File: src/rtl/joy_poll_sched.sv
// Two-player joystick poll scheduler sharing one SPI reader; one transaction per player per round.
// Optional JOY_FILTER_EN: each successful latch stores the average of the old and new sample.
module joy_poll_sched #(
    parameter int POLL_DIV = 2500000,
    parameter int TIMEOUT  = 4096,
    parameter int CENTER   = 512
) (
    input  logic       clk,
    input  logic       clr_n,
    input  logic       en,
    output logic       spi_req,
    output logic       spi_sel,
    input  logic       spi_done,
    input  logic [9:0] spi_x,
    input  logic [9:0] spi_y,
    output logic [9:0] joy1_x,
    output logic [9:0] joy1_y,
    output logic [9:0] joy2_x,
    output logic [9:0] joy2_y,
    output logic       upd1,
    output logic       upd2,
    output logic [1:0] err,
    output logic       overrun,
    output logic [2:0] dbg_state
);

    localparam int TCW = $clog2(POLL_DIV);
    localparam int WCW = $clog2(TIMEOUT);
    localparam logic [9:0] CTR = 10'(CENTER);

    typedef enum logic [2:0] {
        S_IDLE  = 3'd0,
        S_REQ1  = 3'd1,
        S_WAIT1 = 3'd2,
        S_REQ2  = 3'd3,
        S_WAIT2 = 3'd4
    } state_t;

    state_t           r_state;
    logic [TCW-1:0]   r_tick_cnt;
    logic [WCW-1:0]   r_wait_cnt;
    logic             r_spi_req, r_spi_sel, r_upd1, r_upd2, r_overrun;
    logic [1:0]       r_err;
    logic [9:0]       r_joy1_x, r_joy1_y, r_joy2_x, r_joy2_y;

    logic             w_tick, w_timeout;
    logic [9:0]       w_nx1, w_ny1, w_nx2, w_ny2;

    assign w_tick    = (r_tick_cnt == '0);
    assign w_timeout = (r_wait_cnt == WCW'(TIMEOUT - 1)) && !spi_done;

`ifdef JOY_FILTER_EN
    assign w_nx1 = 10'((11'(r_joy1_x) + 11'(spi_x)) >> 1);
    assign w_ny1 = 10'((11'(r_joy1_y) + 11'(spi_y)) >> 1);
    assign w_nx2 = 10'((11'(r_joy2_x) + 11'(spi_x)) >> 1);
    assign w_ny2 = 10'((11'(r_joy2_y) + 11'(spi_y)) >> 1);
`else
    assign w_nx1 = spi_x;
    assign w_ny1 = spi_y;
    assign w_nx2 = spi_x;
    assign w_ny2 = spi_y;
`endif

    // Free-running round timer, independent of FSM state.
    always_ff @(posedge clk or negedge clr_n) begin
        if (!clr_n)      r_tick_cnt <= TCW'(POLL_DIV - 1);
        else if (w_tick) r_tick_cnt <= TCW'(POLL_DIV - 1);
        else             r_tick_cnt <= r_tick_cnt - TCW'(1);
    end

    always_ff @(posedge clk or negedge clr_n) begin
        if (!clr_n) begin
            r_state    <= S_IDLE;
            r_wait_cnt <= '0;
            r_spi_req  <= 1'b0;
            r_spi_sel  <= 1'b0;
            r_upd1     <= 1'b0;
            r_upd2     <= 1'b0;
            r_err      <= 2'b00;
            r_overrun  <= 1'b0;
            r_joy1_x   <= CTR;
            r_joy1_y   <= CTR;
            r_joy2_x   <= CTR;
            r_joy2_y   <= CTR;
        end else begin
            r_spi_req <= 1'b0;
            r_upd1    <= 1'b0;
            r_upd2    <= 1'b0;
            if (w_tick && r_state != S_IDLE) r_overrun <= 1'b1;
            case (r_state)
                S_IDLE: begin
                    r_spi_sel <= 1'b0;
                    if (w_tick && en) begin
                        r_state   <= S_REQ1;
                        r_spi_req <= 1'b1;
                    end
                end
                S_REQ1: begin
                    r_wait_cnt <= '0;
                    r_state    <= S_WAIT1;
                end
                S_WAIT1: begin
                    // Completion outranks a timeout landing in the same cycle.
                    if (spi_done || w_timeout) begin
                        r_joy1_x  <= spi_done ? w_nx1 : CTR;
                        r_joy1_y  <= spi_done ? w_ny1 : CTR;
                        r_upd1    <= spi_done;
                        if (!spi_done) r_err[0] <= 1'b1;
                        r_state   <= S_REQ2;
                        r_spi_req <= 1'b1;
                        r_spi_sel <= 1'b1;
                    end else begin
                        r_wait_cnt <= r_wait_cnt + WCW'(1);
                    end
                end
                S_REQ2: begin
                    r_wait_cnt <= '0;
                    r_state    <= S_WAIT2;
                end
                S_WAIT2: begin
                    if (spi_done || w_timeout) begin
                        r_joy2_x  <= spi_done ? w_nx2 : CTR;
                        r_joy2_y  <= spi_done ? w_ny2 : CTR;
                        r_upd2    <= spi_done;
                        if (!spi_done) r_err[1] <= 1'b1;
                        r_state   <= S_IDLE;
                        r_spi_sel <= 1'b0;
                    end else begin
                        r_wait_cnt <= r_wait_cnt + WCW'(1);
                    end
                end
                default: r_state <= S_IDLE;
            endcase
        end
    end

    assign spi_req   = r_spi_req;
    assign spi_sel   = r_spi_sel;
    assign upd1      = r_upd1;
    assign upd2      = r_upd2;
    assign err       = r_err;
    assign overrun   = r_overrun;
    assign joy1_x    = r_joy1_x;
    assign joy1_y    = r_joy1_y;
    assign joy2_x    = r_joy2_x;
    assign joy2_y    = r_joy2_y;
    assign dbg_state = r_state;

endmodule

File: config.mk
export PLATFORM = sky130hd
export DESIGN_NAME = joy_poll_sched
export DESIGN_NICKNAME = d
export VERILOG_FILES = /design/src/rtl/joy_poll_sched.sv
export SDC_FILE = /design/constraint.sdc
export NUM_CORES = 1
export LEC_CHECK = 0
export CAP_MARGIN = 20
export CORE_MARGIN = 5
export CORE_UTILIZATION = 35
export CTS_BUF_LIST = sky130_fd_sc_hd__clkbuf_2 sky130_fd_sc_hd__clkbuf_4 sky130_fd_sc_hd__clkbuf_8
export DETAILED_ROUTE_END_ITERATION = 12
export PLACE_DENSITY = 0.59
export SYNTH_ARGS = -nofsm -noshare
export SYNTH_HDL_FRONTEND = slang
export SYNTH_SLANG_ARGS = --single-unit
File: constraint.sdc
create_clock -name clk -period 2.2 [get_ports clk]
set_input_delay 0.66 -clock clk [delete_from_list [all_inputs] [get_ports clk]]
set_output_delay 0.66 -clock clk [all_outputs]
set_load 0.03 [all_outputs]
Word level (Yosys, flattened, before mapping)
Cells that the tools add are included.
- flip-flop bits (word level): 84
- input bits: 24
- output and inout port bits: 50
- logic and storage cells: 63
- $add $sub $neg: 2
- equality and inequality tests: 9
- mux-type cells: 18
- bitwise logic cells: 1
- reductions and logical operators: 19
- operators with widths (kind ; number):
    $pmux W12 S2 ; 1
    $logic_not A22 Y1 ; 1
    $mux W22 ; 1
    $sub A22 B1 Y22 const B ; 1
    $mux W10 ; 2
    $pmux W3 S5 ; 1
    $add A12 B1 Y12 const B ; 1
    $eq A12 B12 Y1 const B ; 1
    $mux W12 ; 1
    $reduce_and A3 Y1 ; 4
    $mux W3 ; 3
    $ne A2 B2 Y1 const B ; 4
    $mux W1 ; 7
    $eq A3 B2 Y1 const B ; 2
    $reduce_and A2 Y1 ; 3
    $reduce_bool A3 Y1 ; 2
    $reduce_or A2 Y1 ; 2
    $eq A3 B1 Y1 const B ; 1
    $eq A3 B3 Y1 const B ; 1
    $logic_and A1 B1 Y1 ; 3
    $logic_not A3 Y1 ; 1
    $pmux W1 S3 ; 1
    $pmux W1 S2 ; 1
    $reduce_bool A2 Y1 ; 1
    3 further kinds ; 3

Logic depth before layout (Yosys ltp)
Gate-level depths: netlist of run 1.
- word-level depth: 5
- depth in mapped cells: 7
- mapped depth without buffers: 6

Least setup slack after synthesis of run 1
OpenSTA, ideal clock, no wires.
- kind: register to register
- start point: register r_wait_cnt[0]
- end point: register r_joy2_x[0] (netlist: joy2_x[0])
- setup time: 0.121 ns
- arrival: 1.754 ns
- data required time: 2.079 ns
- setup slack: 0.325 ns
- stages on the path, launching flop included: 7
- buffers on the path: 1
- clock period less this slack: 1.875 ns
- cells stage by stage: dfrtp_1 -> ha_1 -> inv_1 -> o41ai_4 -> nand2_2 -> buf_2 -> a22o_1
- word-level cells in the longest chain between the ends: 4
- RTL lines (item ; line ; text):
    start, declared ; 41 ; logic [WCW-1:0] r_wait_cnt;
    start signal, assigned ; 113 ; r_wait_cnt <= r_wait_cnt + WCW'(1);
    start signal, assigned ; 129 ; r_wait_cnt <= r_wait_cnt + WCW'(1);
    $eq A12 B12 Y1 ; 50 ; assign w_timeout = (r_wait_cnt == WCW'(TIMEOUT - 1)) && !spi_done;
    $logic_and A1 B1 Y1 ; 50 ;
    $logic_or A1 B1 Y1 ; 121 ; if (spi_done || w_timeout) begin
    $reduce_and A2 Y1 (no line) ; -- ;
    end signal, assigned ; 122 ; r_joy2_x <= spi_done ? w_nx2 : CTR;
    end, declared ; 44 ; logic [9:0] r_joy1_x, r_joy1_y, r_joy2_x, r_joy2_y;
No other way between the ends.
A chain may end at the register's enable or synchronous reset.

Worst setup path in the final report of run 1
- start point: register r_state[0] (netlist: dbg_state[0])
- end point: output port dbg_state[0]
- RTL lines (item ; line ; text):
    start, declared ; 39 ; state_t r_state;
    start signal, assigned ; 73 ; r_state <= S_IDLE;
    start signal, assigned ; 94 ; r_state <= S_REQ1;
    start signal, assigned ; 100 ; r_state <= S_WAIT1;
    end, declared ; 24 ; output logic [2:0] dbg_state
No word-level cell between the ends.

==> results of run 1 <==
## cells in the mapped netlist (all sizes together) (6+ instances only)
cell type	n	share of area, %
xnor2	6	1.4
dfstp	16	11
a22o	36	8.2
inv	13	1.3
nand4	9	1.9
buf	9	1.3
nand3	17	2.2
xor2	6	1.4
nand2	20	2.1
nor4	6	1.8
o21ai	11	1.4
nor2	20	2.0
dfrtp	68	45
nor3	14	1.8
a21oi	11	1.4
## cell families after synthesis
logic type | Yosys count
AO/OA/AOI/OAI | 90
XOR/XNOR | 12
adder cells (fa/ha/maj) | 3
buffers and inverters | 27
flip-flops | 84
multiplexers | 6
AND/OR/NAND/NOR | 114
## registers in the layout, indices dropped and copies added, names as in the netlist, 2 cells and up
register,cells
joy2_y,10
r_wait_cnt,12
dbg_state,3
joy1_x,10
joy2_x,10
r_tick_cnt,22
joy1_y,10
err,2
## layer usage
metal	vias to the layer above	wire length (um)	share of wire, %	track usage [%]
li1	1468	-	-	-
met1	1540	4520	47	21.5
met2	60	4590	48	22.9
met3	15	310	3.2	2.96
met4	0	196	2.0	5.30
met5	-	0	0	0
## per-stage QoR
stage          worst slack [ps]  instances  hold slack, ps  instance area [um^2]  util [%]
5_1_grt                    49.8        577             286                  5080      47.1
3_5_place_dp               19.3        561             449                  4890      45.4
4_1_cts                    79.7        577             260                  5080      47.1
6_report                   98.7        577             261                  5080      47.1
2_1_floorplan               325        336             364                  3820         -
3_3_place_gp              -14.3        561             449                  4890      45.4
## worst register-to-register path: stages, from the launching register on
cell and delay (ps):
dfrtp_1 440, or4_4 600, nor4_4 280, buf_4 190, nand4_1 120, a21boi_0 280
## timing repair
action                                  4_1_cts  5_1_grt
endpoints found under the setup margin        4        0
gates resized for setup                       4        0
hold buffers                                  0        0
buffers inserted                              0        0
## worst min-delay path by stage
stage | from | to | cells past startpoint | slack [ps]
2_1_floorplan | clr_n | dbg_state[0] | 0 | 360
3_3_place_gp | joy1_y[9] | joy1_y[9] | 2 | 450
3_5_place_dp | err[1] | err[1] | 1 | 450
4_1_cts | clr_n | r_tick_cnt[11] | 1 | 260
5_1_grt | clr_n | joy1_y[2] | 1 | 290
6_report | clr_n | joy1_y[7] | 1 | 260
## final cells by class
cell class / count / share of cell area (%)
Sequential cell: 84 / 41.8
Multi-Input combinational cell: 225 / 31.1
Timing Repair Buffer: 97 / 18.8
Tap cell: 140 / 3.45
Clock buffer: 10 / 2.71
Inverter: 15 / 1.11
Clock inverter: 6 / 1.08
## cells in the final DEF, fill, tap and decap left out, types with 5 or more instances in the layout
cell type        count
a21oi_1             11
a22o_1              36
buf_4               21
clkbuf_8            10
clkdlybuf4s50_1     68
dfrtp_1             68
dfstp_2             16
inv_1               13
mux2i_1              5
nand2_1             18
nand3_1             17
nand4_1              8
nand4b_1             5
nor2_1              20
nor3_1              14
o21ai_0             11
xnor2_1              6
xor2_1               6
## where the power goes
part	internal, mW	switching, mW
sequential	1.60	0.0378
combinational	0.163	0.190
clock	0.466	0.624
==> flow_summary_export.csv, run 1 <==
group,metric,value,unit
timing,final.min_clock_period,2100,ps
global_routing,grt_usage,15.1,%
floorplan,die_h,115,um
detailed_routing,via_per_inst,5.34,
logic_synthesis,synth_edf_count,0,
power_and_ir_drop,power-per-cell-area,606,nW/um^2
detailed_routing,drcViolationCount,0,
setup_path,end_kind,"primary output",
floorplan,core,10800,um^2
clock_tree,cts.reportedPaths.clkPinSlew,90,ps
setup_path,r2r_slack,180,ps
setup_path,r2r_cells,5,
finish,multi_input_area,1580,um^2
setup_path,worstPathArrival,1440,ps
setup_path,cp_top_family,"buffers and inverters",
power_and_ir_drop,peakVddDrop,0.330,mV
timing,fin_setup_tns,0,ps
logic_synthesis,synth_top_family_by_area,"compound AO/OA/AOI/OAI gates",
timing,min_period_over_period,95.5,%
place,hpwl,6910,um
floorplan,io_pins,74,
detailed_routing,wl_per_cell,16.7,um
power_and_ir_drop,finalPower,3.08,mW
logic_synthesis,synthMuxAreaShare,1.60,%
finish,fill_cells,991,
floorplan,rows,38,
logic_synthesis,synthCells,336,
clock_tree,cts-root-buf,"clkbuf_8",
setup_path,r2r-start,"r_tick_cnt[15]",
floorplan,die_w,115,um
flow_run,drv_cap,0,
timing,fmax,0.476,GHz
logic_synthesis,ys.warnings.count,0,
setup_path,critPathLaunchType,"flop",
timing,finalSetupViolCount,0,
setup_path,path_depth,1,
setup_path,critical_path.endpoint,"dbg_state[0]",
setup_path,path_max_fanout,2,
timing,slew_viol_final,0,
detailed_routing,drt-total-wl,9620,um
finish,antenna_cells,0,
logic_synthesis,ys.flop_type,"dfrtp_1",
logic_synthesis,synth_compound_area_share,18.4,%
setup_path,required,1540,ps
logic_synthesis,netlist_area,3820,um^2
clock_tree,cts.sinks,84,
setup_path,r2r_end,"spi_req",
clock_tree,cts_inserted_buffers,9,
timing,skew,13.8,ps
global_routing,grt_max_degree,40,
detailed_routing,dr.pass1.iters,4,
timing,tightestPinTransition,581,ps
logic_synthesis,synthArstFlopShare,100,%
logic_synthesis,synth-simple-area-share,17.7,%
place,portBuffers,73,
floorplan,start_util,35.4,%
detailed_routing,via_count,3083,
setup_path,critPathMaxStageDelay,700,ps
detailed_routing,ant_nets,0,
run_status,outcome,"complete, no violations",
clock_tree,clock_path_buffers,2,
finish,nNetsFinal,459,
finish,syn_to_final_growth,33.0,%
logic_synthesis,synthAdderAreaFrac,0.982,%
timing,hold_viol,0,
global_routing,antenna_found_initial,0,
setup_path,crit_buf_inv,1,
logic_synthesis,yosysUniqueCellTypes,58,
global_routing,grt_pass1_wl,16000,um
power_and_ir_drop,p_leak,2.18,nW
setup_path,crit_path_start,"dbg_state[0]",
floorplan,die_area,13100,um^2
global_routing,gr-total-overflow,0,
clock_tree,htree_levels,3,
finish,regArea,2120,um^2
global_routing,grt_pass1_vias,3104,
setup_path,criticalPathCategory,"reg2out",
setup_path,slowest_stage,"clkdlybuf4s50_1",
detailed_routing,drt_iter0_markers,250,
setup_path,cp_cell_sequence,"clkdlybuf4s50_1",
finish,drive_gt1_share,16.9,%
logic_synthesis,synthesis.nets,363,
logic_synthesis,synth-seq-cells,84,
timing,relSlewSlack,60.7,%
clock_tree,cts_tree,"done",
logic_synthesis,syn_avg_cell_area,11.4,um^2
clock_tree,clkLatencyLatePin,360,ps
logic_synthesis,synthXorXnorAreaFrac,2.75,%
logic_synthesis,ys_seq_area_share,55.5,%
timing,rsz0062_at_grt,"no",
worst_hold_path,hold_class,"in2async",
place,gp_congestion,0.825,
Power figures use the tool's default switching activity.
==> inputs of run 2 (changes only) <==
--- a/config.mk
+++ b/config.mk
@@ -7,10 +7,10 @@
 export LEC_CHECK = 0
 export CAP_MARGIN = 20
 export CORE_MARGIN = 5
-export CORE_UTILIZATION = 35
+export CORE_UTILIZATION = 47
 export CTS_BUF_LIST = sky130_fd_sc_hd__clkbuf_2 sky130_fd_sc_hd__clkbuf_4 sky130_fd_sc_hd__clkbuf_8
 export DETAILED_ROUTE_END_ITERATION = 12
-export PLACE_DENSITY = 0.59
+export PLACE_DENSITY = 0.74
 export SYNTH_ARGS = -nofsm -noshare
 export SYNTH_HDL_FRONTEND = slang
 export SYNTH_SLANG_ARGS = --single-unit
==> run 2 against run 1 <==
Critical path depth unchanged. First-iteration DRC count down 28%. Setup slack gained 7.0 ps. Clock skew shrank 4.8 ps. Final cell count is 6.8% lower. Non-clock buffer count decreased by 1. Global-route usage is 4.7 points higher. Maximum frequency up 0.34%. Via count is 1.1% higher. Clock power shrank 6%. Worst hold slack got worse by 58 ps. Register-to-register slack barely moved. Critical endpoint unchanged. Largest power group unchanged.
==> flow_summary_export.csv, run 2 (synthesized netlist as in run 1, its figures left out) <==
group,metric,value,unit
global_routing,grt_pass1_wl,16000,um
floorplan,io_pins,74,
finish,nNetsFinal,458,
setup_path,crit_buf_inv,1,
detailed_routing,wl_met2,4660,um
clock_tree,clock_path_buffers,2,
setup_path,cp_top_family,"buffers and inverters",
detailed_routing,drt-total-wl,9460,um
setup_path,critPathLaunchType,"flop",
finish,fin_cells,538,
setup_path,critPathMaxStageDelay,690,ps
worst_hold_path,hold_class,"in2async",
finish,largest_reg_flops,22,
place,placed_area,4840,um^2
setup_path,critical_path.endpoint,"dbg_state[0]",
detailed_routing,route.met3.wl,443,um
setup_path,worstPathArrival,1430,ps
global_routing,grt_max_degree,44,
finish,drive_gt1_share,16.7,%
detailed_routing,ant_nets,0,
timing,holdWs,203,ps
clock_tree,clkLatencyLatePin,340,ps
setup_path,slowest_stage,"clkdlybuf4s50_1",
finish,largestRegisters,"r_tick_cnt x22, r_wait_cnt x12",
timing,tightestPinTransition,619,ps
detailed_routing,wl_met1,4140,um
place,portBuffers,73,
finish,final_cell_mix,"dfrtp_1 (68), clkdlybuf4s50_1 (67), a22o_1 (36), nor2_1 (20), buf_4 (20)",
setup_path,r2r_slack,190,ps
floorplan,start_util,49.0,%
clock_tree,cts.reportedPaths.clkPinSlew,90,ps
floorplan,rows,32,
global_routing,grt_pass1_vias,3179,
timing,slew_viol_final,0,
setup_path,r2r-start,"r_wait_cnt[0]",
setup_path,crit_path_start,"dbg_state[0]",
flow_run,drv_cap,0,
setup_path,path_depth,1,
timing,fmax,0.478,GHz
clock_tree,htree_levels,3,
setup_path,r2r_cells,5,
clock_tree,cts-root-buf,"clkbuf_8",
finish,fin_util,64.3,%
power_and_ir_drop,p_leak,2.17,nW
finish,syn_to_final_growth,31.3,%
timing,min_period_over_period,95.2,%
setup_path,cp_cell_sequence,"clkdlybuf4s50_1",
finish,design_area,5020,um^2
timing,relSlewSlack,58.2,%
place,gp_congestion,0.928,
detailed_routing,highest_layer,"met4",
finish,regMostFlops,"r_tick_cnt",
finish,layout_commonest_cell,"dfrtp_1",
setup_path,end_kind,"primary output",
floorplan,die_h,100,um
detailed_routing,dr.pass1.iters,4,
global_routing,antenna_found_initial,0,
detailed_routing,drt_iter0_markers,181,
detailed_routing,via_per_inst,5.79,
global_routing,gr-total-overflow,0,
setup_path,r2r_end,"joy2_x[2]",
timing,finalSetupViolCount,0,
timing,skew,8.93,ps
timing,final.min_clock_period,2090,ps
setup_path,required,1540,ps
clock_tree,cts.sinks,84,
power_and_ir_drop,power-per-cell-area,601,nW/um^2
clock_tree,cts_tree,"done",
detailed_routing,via_count,3116,
timing,hold_viol,0,
power_and_ir_drop,peakVddDrop,0.348,mV
setup_path,path_max_fanout,4,
place,post-place-cells,522,
timing,fin_setup_tns,0,ps
run_status,outcome,"complete, no violations",
place,hpwl,6790,um
setup_path,criticalPathCategory,"reg2out",
timing,rsz0062_at_grt,"no",
clock_tree,cts_inserted_buffers,9,
detailed_routing,wl_per_cell,17.6,um
floorplan,core,7810,um^2
detailed_routing,drcViolationCount,0,
finish,antenna_cells,0,
floorplan,die_w,100,um
floorplan,die_area,10000,um^2
clock_tree,postCtsSetupRepairBufs,0,
finish,fill_cells,620,
global_routing,grt_usage,19.8,%
## run 2: power breakdown
group | leakage (nW) | switching [mW] | internal [mW]
combinational | 1.03 | 0.188 | 0.160
sequential | 1.05 | 0.0413 | 1.60
clock | 0.0893 | 0.576 | 0.449
## run 2: routing by layer
metal	vias to the layer above	GRT usage, %
li1	1467	-
met1	1529	27.1
met2	96	31.2
met3	24	4.38
met4	0	6.63
met5	-	0
## run 2: how the worst min path moves through the flow
| stage | cells past startpoint | slack [ps] | endpoint | startpoint |
|---|---|---|---|---|
| global placement | 2 | 450 | joy1_x[9] | joy1_x[9] |
| global route | 1 | 190 | r_tick_cnt[9] | clr_n |
| CTS | 1 | 190 | r_wait_cnt[11] | clr_n |
| finish | 1 | 200 | r_wait_cnt[9] | clr_n |
| detailed placement | 2 | 450 | joy1_x[9] | joy1_x[9] |
| floorplan | 0 | 360 | dbg_state[0] | clr_n |
## run 2: cell type report
| cell class | instances | area (um^2) | area share [%] |
|---|---|---|---|
| Clock buffer | 10 | 138 | 2.74 |
| Clock inverter | 6 | 46.3 | 0.923 |
| Inverter | 15 | 56.3 | 1.12 |
| Multi-Input combinational cell | 225 | 1580 | 31.5 |
| Sequential cell | 84 | 2120 | 42.3 |
| Tap cell | 102 | 128 | 2.54 |
| Timing Repair Buffer | 96 | 945 | 18.8 |
## run 2: stage by stage
step,setup slack (ps),power (mW)
global route,55.4,3.15
CTS,88.3,3.05
global placement,-10.8,2.02
finish,106,3.02
detailed placement,-2.70,2.03
floorplan,325,1.82
## run 2: what timing repair did
action	4_1_cts	5_1_grt
gates resized for setup	5	0
endpoints found under the setup margin	5	0
hold buffers	0	0
==> inputs of run 3 (changes only) <==
--- a/config.mk
+++ b/config.mk
@@ -5,12 +5,12 @@
 export SDC_FILE = /design/constraint.sdc
 export NUM_CORES = 1
 export LEC_CHECK = 0
-export CAP_MARGIN = 20
+export CAP_MARGIN = 15
 export CORE_MARGIN = 5
-export CORE_UTILIZATION = 47
+export CORE_UTILIZATION = 31
 export CTS_BUF_LIST = sky130_fd_sc_hd__clkbuf_2 sky130_fd_sc_hd__clkbuf_4 sky130_fd_sc_hd__clkbuf_8
 export DETAILED_ROUTE_END_ITERATION = 12
-export PLACE_DENSITY = 0.74
+export PLACE_DENSITY = 0.53
 export SYNTH_ARGS = -nofsm -noshare
 export SYNTH_HDL_FRONTEND = slang
 export SYNTH_SLANG_ARGS = --single-unit
==> run 3 against run 2 <==
Wire length increased by 7.1%. Total power increased by 0.20%. Largest power group unchanged. Critical path depth unchanged. Global-route usage decreased by 5.5 points. Register-to-register slack got worse by 90 ps. Sequential power about the same. Non-clock buffer count decreased by 3. Critical endpoint is now err[1]. Critical path type unchanged. Sequential cell count unchanged.
==> flow_summary_export.csv, run 3 (synthesized netlist as in run 1, its figures left out) <==
group,metric,value,unit
detailed_routing,wl_per_cell,16.9,um
finish,largestRegisters,"r_tick_cnt x22, r_wait_cnt x12",
setup_path,r2r_slack,100,ps
timing,hold_viol,0,
power_and_ir_drop,power-per-cell-area,595,nW/um^2
clock_tree,cts-root-buf,"clkbuf_8",
place,gp_congestion,0.827,
floorplan,die_w,121,um
setup_path,crit_path_start,"err[1]",
floorplan,io_pins,74,
finish,regArea,2120,um^2
global_routing,gr-total-overflow,0,
timing,fin_ws,77.7,ps
setup_path,r2r_cells,4,
setup_path,critPathMaxStageDelay,690,ps
worst_hold_path,hold_class,"in2async",
clock_tree,clock_path_buffers,2,
global_routing,grt_max_degree,38,
finish,multi_input_area,1580,um^2
setup_path,slowest_stage,"clkdlybuf4s50_1",
finish,nNetsFinal,455,
timing,min_period_over_period,96.5,%
clock_tree,cts_inserted_buffers,9,
setup_path,path_max_fanout,2,
finish,largest_reg_flops,22,
detailed_routing,via_count,3074,
place,post-place-cells,585,
finish,regMostFlops,"r_tick_cnt",
setup_path,r2r_end,"r_tick_cnt[8]",
finish,drive_gt1_share,16.2,%
floorplan,start_util,31.7,%
setup_path,cp_cell_sequence,"clkdlybuf4s50_1",
clock_tree,htree_levels,3,
setup_path,criticalPathCategory,"reg2out",
finish,layout_commonest_cell,"dfrtp_1",
setup_path,cp_top_family,"buffers and inverters",
floorplan,rows,40,
setup_path,critPathLaunchType,"flop",
setup_path,critical_path.endpoint,"err[1]",
place,dp_slack,11.0,ps
finish,antenna_cells,0,
setup_path,required,1540,ps
place,hpwl,7210,um
run_status,outcome,"complete, no violations",
clock_tree,cts_tree,"done",
clock_tree,cts.sinks,84,
global_routing,grt_pass1_vias,3167,
power_and_ir_drop,peakVddDrop,0.316,mV
timing,relSlewSlack,60.6,%
finish,fin_cells,601,
flow_run,drv_cap,0,
detailed_routing,ant_nets,0,
global_routing,grt_pass1_wl,16600,um
global_routing,antenna_found_initial,0,
detailed_routing,drcViolationCount,0,
detailed_routing,drt-total-wl,10100,um
global_routing,grt_usage,14.2,%
detailed_routing,dr.pass1.iters,4,
detailed_routing,via_per_inst,5.11,
detailed_routing,drt_iter0_markers,240,
timing,skew,7.80,ps
timing,tightestPinTransition,584,ps
timing,rsz0062_at_grt,"no",
power_and_ir_drop,p_leak,2.16,nW
setup_path,path_depth,1,
finish,syn_to_final_growth,32.8,%
clock_tree,cts_hold_buf,0,
timing,fin_setup_tns,0,ps
setup_path,worstPathArrival,1460,ps
timing,finalSetupViolCount,0,
timing,slew_viol_final,0,
clock_tree,clkLatencyLatePin,370,ps
place,portBuffers,73,
setup_path,r2r-start,"r_tick_cnt[15]",
setup_path,end_kind,"primary output",
finish,final_cell_mix,"dfrtp_1 (68), clkdlybuf4s50_1 (67), a22o_1 (36), nor2_1 (20), nand2_1 (18)",
floorplan,die_h,121,um
finish,fill_cells,1160,
timing,final.min_clock_period,2120,ps
timing,fmax,0.471,GHz
floorplan,core,12100,um^2
setup_path,crit_buf_inv,1,
floorplan,die_area,14700,um^2
clock_tree,cts.reportedPaths.clkPinSlew,90,ps
[run 3: cell types whose count changed in the layout (fill, tap and decap cells not counted), sizes merged]
cell,delta
dlygate4sd2,-1
clkinvlp,+1
buf,-3
inv,-1
dlymetal6s2s,+1
[run 3: worst min-delay path by stage]
| stage | from | to | slack, ps |
|---|---|---|---|
| floorplan | clr_n | dbg_state[0] | 360 |
| global placement | joy1_y[9] | joy1_y[9] | 450 |
| detailed placement | joy1_x[9] | joy1_x[9] | 460 |
| CTS | clr_n | joy1_y[3] | 230 |
| global route | clr_n | joy1_y[1] | 250 |
| finish | clr_n | joy1_y[3] | 220 |
[run 3: repair_timing]
item | CTS | global route
gates cloned | 0 | 0
setup buffers | 0 | 0
endpoints found under the hold margin | 0 | 0
resized for setup | 4 | 1
endpoints found under the setup margin | 4 | 1
[run 3: layout make-up]
| type | instances | area share [%] |
|---|---|---|
| multi-input cells | 225 | 31.2 |
| clock buffers | 10 | 2.59 |
| flip-flops and latches | 84 | 41.8 |
| inverters | 15 | 1.11 |
| well taps | 168 | 4.14 |
| repair buffers | 93 | 18.2 |
| clock inverters | 6 | 0.961 |
[run 3: metal layers]
metal,share of wire [%],wire length (um),up-vias,global-route usage [%]
met5,0,0,-,0
met4,2.2,221,0,4.89
met3,4.4,442,15,3.78
met2,47,4730,68,22.4
met1,47,4740,1540,18.9
li1,-,-,1451,-
[run 3: power by group]
group          switching (mW)  internal (mW)
Combinational           0.187          0.157
Sequential             0.0416           1.60
Clock                   0.605          0.430
Total                   0.834           2.19
[run 3: metrics by stage]
stage / hold slack [ps] / utilization [%] / power, mW / area, um^2
final: 222 / 42.1 / 3.02 / 5080
after floorplan: 364 / - / 1.82 / 3820
after CTS: 228 / 42.1 / 3.07 / 5070
after global routing: 246 / 42.1 / 3.16 / 5080
after detailed placement: 459 / 40.6 / 2.03 / 4900
after global placement: 454 / 40.6 / 2.02 / 4900
